==> config.mk <==
export PLATFORM = sky130hd
export DESIGN_NAME = uart_rx_monitor
export DESIGN_NICKNAME = d
export VERILOG_FILES = /design/src/rtl/uart_rx_pkg.sv /design/src/rtl/uart_rx_fifo.sv /design/src/rtl/uart_rx_monitor.sv
export SDC_FILE = /design/constraint.sdc
export NUM_CORES = 1
export LEC_CHECK = 0
export CAP_MARGIN = 20
export CORE_ASPECT_RATIO = 0.8
export CORE_MARGIN = 2
export CORE_UTILIZATION = 34
export CTS_BUF_LIST = sky130_fd_sc_hd__clkbuf_8
export CTS_CLUSTER_DIAMETER = 30
export DETAILED_ROUTE_END_ITERATION = 6
export GPL_TIMING_DRIVEN = 0
export PLACE_DENSITY = 0.52
export SETUP_SLACK_MARGIN = 0.05
export SKIP_LAST_GASP = 1
export SLEW_MARGIN = 20
export SYNTH_ARGS = -nofsm -noshare
export SYNTH_HDL_FRONTEND = slang
export SYNTH_HIERARCHICAL = 1
export SYNTH_SLANG_ARGS = --single-unit
==> constraint.sdc <==
create_clock -name clock -period 5.7 [get_ports clock]
set_input_delay 0.855 -clock clock [delete_from_list [all_inputs] [get_ports clock]]
set_output_delay 0.855 -clock clock [all_outputs]
set_load 0.01 [all_outputs]
==> src/rtl/uart_rx_pkg.sv <==
// Shared types and constants for the UART receive monitor: receiver states,
// byte width and the bit-timing counter width helper.
package uart_rx_pkg;

    localparam int BYTE_W = 8;

    typedef enum logic [2:0] {
        IDLE   = 3'd0,
        START  = 3'd1,
        DATA   = 3'd2,
        PARITY = 3'd3,
        STOP   = 3'd4,
        BREAK  = 3'd5
    } state_t;

    // Width of a down-counter that must hold DIV-1.
    function automatic int cnt_width(input int div);
        return (div < 2) ? 1 : $clog2(div);
    endfunction

endpackage

==> src/rtl/uart_rx_fifo.sv <==
// Byte FIFO with occupancy count and a registered head (rdata is the oldest
// entry whenever count != 0, and holds its last value when empty).
module uart_rx_fifo #(
    parameter int DEPTH = 8,
    parameter int W     = 8
) (
    input  logic                     clock,
    input  logic                     reset,
    input  logic                     push,
    input  logic [W-1:0]             wdata,
    input  logic                     pop,
    output logic [W-1:0]             rdata,
    output logic                     full,
    output logic                     empty,
    output logic [$clog2(DEPTH):0]   count
);

    localparam int AW = $clog2(DEPTH);

    logic [W-1:0]  mem [DEPTH];
    logic [AW-1:0] wr_ptr;
    logic [AW-1:0] rd_ptr;
    logic [AW-1:0] rd_next;
    logic [AW:0]   count_next;
    logic          do_push;
    logic          do_pop;
    logic          head_is_wdata;

    assign empty   = (count == '0);
    assign full    = (count == (AW+1)'(DEPTH));
    assign do_pop  = pop && !empty;
    // A push into a full FIFO only lands if the same cycle frees a slot.
    assign do_push = push && (!full || do_pop);
    assign rd_next = do_pop ? rd_ptr + 1'b1 : rd_ptr;

    // The incoming byte becomes the head when nothing older survives this cycle.
    assign head_is_wdata = do_push && (empty || ((count == {{AW{1'b0}}, 1'b1}) && do_pop));

    always_comb begin
        count_next = count;
        if (do_push && !do_pop) begin
            count_next = count + 1'b1;
        end else if (!do_push && do_pop) begin
            count_next = count - 1'b1;
        end
    end

    always_ff @(posedge clock) begin
        if (reset) begin
            wr_ptr <= '0;
            rd_ptr <= '0;
            count  <= '0;
            rdata  <= '0;
        end else begin
            if (do_push) begin
                mem[wr_ptr] <= wdata;
                wr_ptr      <= wr_ptr + 1'b1;
            end
            rd_ptr <= rd_next;
            count  <= count_next;
            if (head_is_wdata) begin
                rdata <= wdata;
            end else if (count_next != '0) begin
                rdata <= mem[rd_next];
            end
        end
    end

endmodule

==> src/rtl/uart_rx_monitor.sv <==
// Bench-side UART receiver: 2-flop synchronizer, bit-timing FSM and output FIFO.
// Define UART_RX_PARITY_EN to add an even-parity bit and the parity_err port.
module uart_rx_monitor
    import uart_rx_pkg::*;
#(
    parameter int DIV        = 16,
    parameter int FIFO_DEPTH = 8
) (
    input  logic                          clock,
    input  logic                          reset,
    input  logic                          rxd,
    // Stream: a byte transfers on a cycle where out_valid && out_ready; out_data
    // is stable while out_valid is high and not yet accepted.
    output logic                          out_valid,
    input  logic                          out_ready,
    output logic [7:0]                    out_data,
    output logic                          frame_err,
    output logic                          overflow,
    output logic [$clog2(FIFO_DEPTH):0]   fifo_count,
`ifdef UART_RX_PARITY_EN
    output logic                          parity_err,
`endif
    output logic [2:0]                    dbg_state
);

    localparam int              CW        = cnt_width(DIV);
    localparam logic [CW-1:0]   HALF_LOAD = CW'(DIV / 2 - 1);
    localparam logic [CW-1:0]   FULL_LOAD = CW'(DIV - 1);

    logic              rxd_m;
    logic              rxd_s;
    state_t            state_q;
    state_t            state_d;
    logic [CW-1:0]     div_q;
    logic [CW-1:0]     div_d;
    logic [2:0]        bit_q;
    logic [2:0]        bit_d;
    logic [BYTE_W-1:0] shift_q;
    logic [BYTE_W-1:0] shift_d;
    logic              push;
    logic              pop;
    logic              frame_err_d;
    logic              fifo_full;
    logic              fifo_empty;
`ifdef UART_RX_PARITY_EN
    logic              par_q;
    logic              par_d;
    logic              parity_err_d;
`endif

    assign out_valid = !fifo_empty;
    assign pop       = out_valid && out_ready;
    assign dbg_state = state_q;

    always_ff @(posedge clock) begin
        if (reset) begin
            rxd_m      <= 1'b1;
            rxd_s      <= 1'b1;
            state_q    <= IDLE;
            div_q      <= '0;
            bit_q      <= '0;
            shift_q    <= '0;
            frame_err  <= 1'b0;
            overflow   <= 1'b0;
`ifdef UART_RX_PARITY_EN
            par_q      <= 1'b0;
            parity_err <= 1'b0;
`endif
        end else begin
            rxd_m      <= rxd;
            rxd_s      <= rxd_m;
            state_q    <= state_d;
            div_q      <= div_d;
            bit_q      <= bit_d;
            shift_q    <= shift_d;
            frame_err  <= frame_err_d;
            if (push && fifo_full && !pop) begin
                overflow <= 1'b1;
            end
`ifdef UART_RX_PARITY_EN
            par_q      <= par_d;
            parity_err <= parity_err_d;
`endif
        end
    end

    always_comb begin
        state_d      = state_q;
        div_d        = div_q;
        bit_d        = bit_q;
        shift_d      = shift_q;
        push         = 1'b0;
        frame_err_d  = 1'b0;
`ifdef UART_RX_PARITY_EN
        par_d        = par_q;
        parity_err_d = 1'b0;
`endif
        case (state_q)
            IDLE: begin
                if (!rxd_s) begin
                    bit_d   = '0;
                    div_d   = HALF_LOAD;
                    state_d = START;
                end
            end
            START: begin
                // Half a bit in: a line that is high again was only a glitch.
                if (div_q == '0) begin
                    if (!rxd_s) begin
                        div_d   = FULL_LOAD;
                        state_d = DATA;
                    end else begin
                        state_d = IDLE;
                    end
                end else begin
                    div_d = div_q - 1'b1;
                end
            end
            DATA: begin
                if (div_q == '0) begin
                    shift_d = {rxd_s, shift_q[BYTE_W-1:1]};
                    div_d   = FULL_LOAD;
                    bit_d   = bit_q + 1'b1;
                    if (bit_q == 3'(BYTE_W - 1)) begin
`ifdef UART_RX_PARITY_EN
                        state_d = PARITY;
`else
                        state_d = STOP;
`endif
                    end
                end else begin
                    div_d = div_q - 1'b1;
                end
            end
`ifdef UART_RX_PARITY_EN
            PARITY: begin
                if (div_q == '0) begin
                    par_d   = rxd_s;
                    div_d   = FULL_LOAD;
                    state_d = STOP;
                end else begin
                    div_d = div_q - 1'b1;
                end
            end
`endif
            STOP: begin
                if (div_q == '0) begin
                    if (rxd_s) begin
`ifdef UART_RX_PARITY_EN
                        if (par_q != ^shift_q) begin
                            parity_err_d = 1'b1;
                        end else begin
                            push = 1'b1;
                        end
`else
                        push = 1'b1;
`endif
                        state_d = IDLE;
                    end else begin
                        // A low stop bit also covers a line break; wait it out.
                        frame_err_d = 1'b1;
                        state_d     = BREAK;
                    end
                end else begin
                    div_d = div_q - 1'b1;
                end
            end
            BREAK: begin
                if (rxd_s) begin
                    state_d = IDLE;
                end
            end
            default: begin
                state_d = IDLE;
            end
        endcase
    end

    uart_rx_fifo #(
        .DEPTH (FIFO_DEPTH),
        .W     (BYTE_W)
    ) u_fifo (
        .clock (clock),
        .reset (reset),
        .push  (push),
        .wdata (shift_q),
        .pop   (pop),
        .rdata (out_data),
        .full  (fifo_full),
        .empty (fifo_empty),
        .count (fifo_count)
    );

endmodule
### Yosys cells after proc, flatten, opt, wreduce, memory -nomap -nowiden

Memory sizes are Yosys's and may differ from the RTL's.
Index checks and enable logic that the tools add are counted.

| operators by class | value |
|---|---|
| multiplexer cells | 30 |
| reductions and logical operators | 28 |
| add/sub/neg operators | 6 |
| divide/modulo/power cells | 0 |
| multiply operators | 0 |
| shifts and indexed selects | 0 |
| equality and inequality tests | 15 |
| bitwise logic cells | 2 |
| $lt $le $gt $ge | 0 |

Operators by type and width:

| cell | count |
|---|---|
| $mux W3 | 10 |
| $mux W4 | 7 |
| $mux W8 | 2 |
| $pmux W4 S4 | 1 |
| $pmux W3 S5 | 1 |
| $ne A2 B2 Y1 const B | 7 |
| $add A3 B1 Y3 const B | 3 |
| $eq A3 B3 Y1 const B | 3 |
| $logic_and A1 B1 Y1 | 9 |
| $logic_not A4 Y1 | 2 |
| $reduce_bool A4 Y1 | 2 |
| $sub A4 B1 Y4 const B | 2 |
| $mux W1 | 7 |
| $pmux W3 S2 | 1 |
| $reduce_and A6 Y1 | 1 |
| $logic_not A1 Y1 | 5 |
| $add A4 B1 Y4 const B | 1 |
| $eq A4 B1 Y1 const B | 1 |
| $eq A4 B4 Y1 const B | 1 |
| $reduce_and A4 Y1 | 1 |
| $reduce_bool A2 Y1 | 2 |
| $eq A3 B1 Y1 const B | 1 |
| $eq A3 B2 Y1 const B | 1 |
| $logic_not A3 Y1 | 1 |
| other kinds (7) | 9 |

| word-level totals | value |
|---|---|
| memories kept | 1 |
| bits in latches | 0 |
| output and inout port bits | 18 |
| memory bits (writable) | 64 |
| input bits | 4 |
| word-level logic and storage cells | 94 |
| bits in registers | 40 |
| bits in read-only memories | 0 |

Memory list:

| memory | depth | bits a word | rd ports | clocked after Yosys merged registers in | write ports | line | source |
|---|---|---|---|---|---|---|---|
| u_fifo.mem | 8 | 8 | 1 | 0 | 1 | uart_rx_fifo.sv:20 | `logic [W-1:0] mem [DEPTH];` |

### Logic depth before layout (Yosys ltp)

| logic depth | value |
|---|---|
| word-level depth | 13 |
| gate-level depth with buffers | 16 |
| gate-level depth less buffers | 11 |

### Modules after synthesis

Netlist, hierarchy kept.

By module, submodules not included:

| module | instances | cells each | seq. area each (sq um) | area each (sq um) |
|---|---|---|---|---|
| uart_rx_fifo | 1 | 264 | 2282.2 | 3723.6 |
| uart_rx_monitor | 1 | 135 | 440.4 | 1077.3 |

### Worst setup path after synthesis

No wires, ideal clock.

| timing | value |
|---|---|
| kind | register -> register |
| from | register u_fifo.count[1] |
| to | memory u_fifo.mem[0][0] (enable) |
| buffers on the path | 3 |
| path slack | 2.514 ns |
| data arrival time | 2.791 ns |
| setup time | 0.395 ns |
| required time | 5.305 ns |
| period minus slack after synthesis | 3.186 ns |
| cell stages (with the launch flop) | 12 |
| cells stage by stage | dfxtp_1 > inv_1 > ha_1 > buf_4 > or3b_1 > buf_6 > inv_1 > nor2b_1 > buf_2 > o21a_1 > nand2b_1 > nor4_1 |

| between the ends | value |
|---|---|
| longest elaborated chain between the ends | 9 |
| elaborated cells on any way between the ends | 11 |
| those cells by class | eq/ne: 1; mux: 3; reduce/logical: 7 |

RTL lines:

| element | line | source |
|---|---|---|
| start: declaration | uart_rx_fifo.sv:15 | `output logic [$clog2(DEPTH):0] count` |
| start signal: assignment | uart_rx_fifo.sv:60 | `count <= count_next;` |
| $logic_not A4 Y1 | uart_rx_fifo.sv:29 | `assign empty = (count == '0);` |
| via fifo_empty | uart_rx_monitor.sv:44 | `logic fifo_empty;` |
| $logic_not A1 Y1 | uart_rx_monitor.sv:51 | `assign out_valid = !fifo_empty;` |
| $logic_and A1 B1 Y1 | uart_rx_monitor.sv:52 | `assign pop = out_valid && out_ready;` |
| via pop | uart_rx_monitor.sv:41 | `logic pop;` |
| $logic_and A1 B1 Y1 | uart_rx_fifo.sv:31 | `assign do_pop = pop && !empty;` |
| $logic_or A1 B1 Y1 | uart_rx_fifo.sv:33 | `assign do_push = push && (!full \|\| do_pop);` |
| $logic_and A1 B1 Y1 | uart_rx_fifo.sv:33 |  |
| $mux W1 | uart_rx_fifo.sv:55 | `if (do_push) begin` |
| $mux W1 | uart_rx_fifo.sv:49 | `if (reset) begin` |
| $mux W1 (implied by the code) | uart_rx_fifo.sv:56 | `mem[wr_ptr] <= wdata;` |
| end: declaration | uart_rx_fifo.sv:20 |  |

The timed path passes the listed nets, and every way through them passes these cells.

### Final worst setup path

| timing | value |
|---|---|
| from | register u_fifo.count[1] |
| to | register u_fifo.rdata[3] |

| between the ends | value |
|---|---|
| longest elaborated chain between the ends | 12 |
| elaborated cells on any way between the ends | 26 |
| those cells by class | add/sub: 2; eq/ne: 2; mux: 5; reduce/logical: 16; memory: 1 |

RTL lines:

| element | line | source |
|---|---|---|
| $logic_not A4 Y1 * | uart_rx_fifo.sv:29 |  |
| via fifo_empty | uart_rx_monitor.sv:44 |  |
| $logic_not A1 Y1 * | uart_rx_monitor.sv:51 |  |
| $logic_and A1 B1 Y1 * | uart_rx_monitor.sv:52 |  |
| via pop | uart_rx_monitor.sv:41 |  |
| $logic_and A1 B1 Y1 * | uart_rx_fifo.sv:31 |  |
| $logic_or A1 B1 Y1 | uart_rx_fifo.sv:33 |  |
| $logic_and A1 B1 Y1 | uart_rx_fifo.sv:33 |  |
| $logic_not A1 Y1 | uart_rx_fifo.sv:43 | `end else if (!do_push && do_pop) begin` |
| $logic_and A1 B1 Y1 | uart_rx_fifo.sv:43 |  |
| $mux W4 | uart_rx_fifo.sv:43 |  |
| $mux W4 | uart_rx_fifo.sv:41 | `if (do_push && !do_pop) begin` |
| $reduce_bool A4 Y1 | uart_rx_fifo.sv:63 | `end else if (count_next != '0) begin` |
| $reduce_bool A2 Y1 (no source line) | n/a |  |
| end signal: assignment | uart_rx_fifo.sv:62 | `rdata <= wdata;` |
| end signal: assignment | uart_rx_fifo.sv:64 | `rdata <= mem[rd_next];` |
| end: declaration | uart_rx_fifo.sv:12 | `output logic [W-1:0] rdata,` |

Mark *: on every way through the listed nets, which the timed path passes. The rest lies on a longest branch. The select of a mux whose other input is x is not followed.
A chain may end at the register's enable or synchronous reset.

==> results by group <==
Outcome
  • Outcome: finished clean

CTS
  • Clock Latency Late Sink: 0.36 ns
  • Postcts setup bufs: 0
  • Hold_buf cts: 0
  • Cts repair resizes: 0
  • Clk buf depth: 2
  • # H-tree levels: 3
  • CTS clock-pin slew for the worst setup and hold paths: 0.09 ns
  • CTS tree: built
  • Num CTS Buffers: 9
  • CTS Root Cell: clkbuf_8
  • CTS sink cnt: 104

Route
  • Drt drc: 0
  • Initial DRC Count: 279
  • Pre-antenna DRT Iters: 4
  • Via count: 3162
  • DR WL/cell: 17.5 µm
  • WL final: 10.8 mm
  • Via density: 5.12
  • Antenna viol nets, final: 0

Cells and area
  • Most common cell after layout, fill and taps aside: edfxtp_1
  • Final #Nets: 445
  • Fraction of layout instances using a drive strength above 1: 0.0913
  • Most frequent cells in the layout: 64 x edfxtp_1, 54 x mux2i_1, 40 x dfxtp_1
  • Ant. Diodes: 0
  • Layout Cells excl Fill: 618
  • Final instance area: 5450 µm²
  • P&R area growth vs syn: 13.5%

Floorplan
  • IO Pins: 22
  • # rows: 38
  • Chip height: 110 µm
  • Starting Density: 0.351
  • Die outline width: 137 µm
  • Die ar.: 15100 µm²
  • Core box area: 13700 µm²

Timing
  • Post-route setup TNS: 0 ns
  • Final Hold Fails: 0
  • Period utilization: 0.642
  • RSZ-0062 raised after global routing: false
  • Pin slew with the least headroom to its limit: 1.02 ns
  • Setup WS post-layout: 2.04 ns
  • Slew HR: 0.315
  • Fmax: 273 MHz
  • # setup viols final: 0
  • Final clock skew: 0.0140 ns
  • Min cycle time layout: 3.66 ns
  • Max-slew violation total from the final report: 0

Logic synthesis
  • Sequential-to-total area share from yosys stat: 0.567
  • Synthesized-area fraction occupied by and/or/nand/nor cells: 0.142
  • Synth warn: 6
  • Compound-gate portion of the synthesized area: 0.0912
  • Post-Synth Adder-Cell Area: 0.0208
  • Mapped Nets: 411
  • Multiplexer area fraction after synthesis: 0.125
  • Largest family of logic cells by synthesized area: simple AND/OR/NAND/NOR gates
  • Seq cells post-synth: 104
  • Most used DFF post-synth: edfxtp_1
  • Number of synthesized flops with an enable pin: 64
  • Fraction of registers with async set/reset: 0
  • Cell count after synthesis: 399
  • Xor and xnor area share after synthesis: 0.0130
  • Syn Area/Cell: 12.0 µm²
  • Synth unique cells: 57
  • Synthesized area: 4800 µm²

Placement
  • Placed Area: 5260 µm²
  • Setup WS pre-CTS: 1.97 ns
  • Buffers on Ports: 21
  • Placed insts: 602
  • HPWL Detailed: 7.26 mm
  • RePlAce Congestion: 0.762

Global routing
  • Largest net degree at the start of global routing: 16
  • Vias in the first global route: 3154
  • Initial antenna violation count: 0
  • First-pass GRT wire length: 17.4 mm
  • GR Util All Layers: 0.156
  • Gr ovfl total: 0

Power
  • Pwr dens: 250 nW/µm²
  • LEAKAGE: 1.96 nW
  • Final Power: 0.00136 W
  • Max IR drop VDD: 0.121 mV

Worst setup path
  • Worst EP arrival: 3.88 ns
  • Crit-path max FO: 10
  • Setup CP Type: register to register
  • Crit. End Element: register
  • WP data required: 5.93 ns
  • Startpoint types: register

Run
  • Max_cap viols: 0

Min path
  • Worst Hold Class: register to register
[cell families after synthesis]
| kind of cell | count (synthesis) |
|---|---|
| multiplexers | 58 |
| XOR/XNOR | 5 |
| buffers and inverters | 37 |
| AO/OA/AOI/OAI | 62 |
| adder cells (fa/ha/maj) | 8 |
| flip-flops | 104 |
| AND/OR/NAND/NOR | 125 |
[per-stage QoR]
| stage | util | hold WS, ns |
|---|---|---|
| finish | 0.398 | 0.415 |
| global route | 0.398 | 0.437 |
| CTS | 0.398 | 0.417 |
| detailed placement | 0.384 | 0.394 |
| global placement | 0.382 | 0.399 |
| floorplan | - | 0.389 |
[metal layers]
layer / share of wire / wire (µm) / vias up / GRT usage
li1: - / - / 1553 / -
met1: 0.50 / 5410 / 1552 / 0.215
met2: 0.45 / 4910 / 47 / 0.244
met3: 0.032 / 349 / 10 / 0.0361
met4: 0.012 / 132 / 0 / 0.0486
met5: 0 / 0 / - / 0
[registers in the layout, summed over array words and instances, names as in the netlist]
| name | cells |
|---|---|
| bit_q | 3 |
| dbg_state | 3 |
| div_q | 4 |
| frame_err | 1 |
| overflow | 1 |
| rxd_m | 1 |
| rxd_s | 1 |
| shift_q | 8 |
| u_fifo/count | 4 |
| u_fifo/mem | 64 |
| u_fifo/rd_ptr | 3 |
| u_fifo/rdata | 8 |
| u_fifo/wr_ptr | 3 |
[cell usage after synthesis (all sizes together), types with 2 or more instances]
| master | number | area share |
|---|---|---|
| and3 | 3 | 0.0039 |
| clkbuf | 12 | 0.0094 |
| nand4 | 3 | 0.0039 |
| o211ai | 3 | 0.0047 |
| o221ai | 7 | 0.013 |
| o21ai | 4 | 0.0042 |
| or3b | 2 | 0.0036 |
| or2 | 2 | 0.0026 |
| nor2 | 28 | 0.022 |
| nor2b | 6 | 0.0078 |
| mux2 | 2 | 0.0047 |
| a21boi | 2 | 0.0031 |
| nand2b | 12 | 0.016 |
| a211oi | 4 | 0.0063 |
| ha | 8 | 0.021 |
| a21oi | 17 | 0.018 |
| buf | 13 | 0.022 |
| nor3 | 9 | 0.0094 |
| nand3b | 9 | 0.014 |
| mux2i | 55 | 0.12 |
| nor4 | 4 | 0.0065 |
| nor4bb | 4 | 0.0083 |
| dfxtp | 40 | 0.17 |
| o21a | 2 | 0.0031 |
| nand3 | 4 | 0.0042 |
| nand2 | 33 | 0.029 |
| a311oi | 3 | 0.0055 |
| a22o | 2 | 0.0036 |
| a31oi | 7 | 0.0091 |
| edfxtp | 64 | 0.40 |
| inv | 12 | 0.0094 |
| xor2 | 4 | 0.011 |
[final timing paths]
check,cells after the start,slack [ns],from,endpoint
hold reg to reg,1,0.42,rxd_m,rxd_s
hold / removal,1,0.42,rxd_m,rxd_s
setup reg to reg,13,2.04,u_fifo/count[1],u_fifo/rdata[3]
setup / recovery,13,2.04,u_fifo/count[1],u_fifo/rdata[3]
[worst max-delay path, cell delays in order, from the launching register on]
cell	delay, ns
dfxtp_1	0.48
inv_1	0.13
ha_1	0.19
buf_4	0.16
or3b_1	0.18
buf_6	0.13
inv_1	0.05
nor2b_1	0.24
buf_2	0.31
a21oi_1	0.10
nor4b_1	0.35
clkbuf_1	0.53
a311o_1	0.47
o221ai_1	0.19
[where the power goes]
group | switching [W] | total, W | internal [W]
Sequential | 0.0000109 | 0.000810 | 0.000799
Combinational | 0.0000670 | 0.000108 | 0.0000411
Clock | 0.000236 | 0.000446 | 0.000209
Total | 0.000314 | 0.00136 | 0.00105
[final cells by class]
type | instances | area, µm²
Fill cell | 1318 | 8240
Clock inverter | 6 | 51.3
Inverter | 12 | 45.0
Buffer | 25 | 153
Tap cell | 180 | 225
Timing Repair Buffer | 23 | 223
Sequential cell | 104 | 2720
Multi-Input combinational cell | 258 | 1890
Clock buffer | 10 | 138
Note: power is estimated with default switching activity, not from simulation.
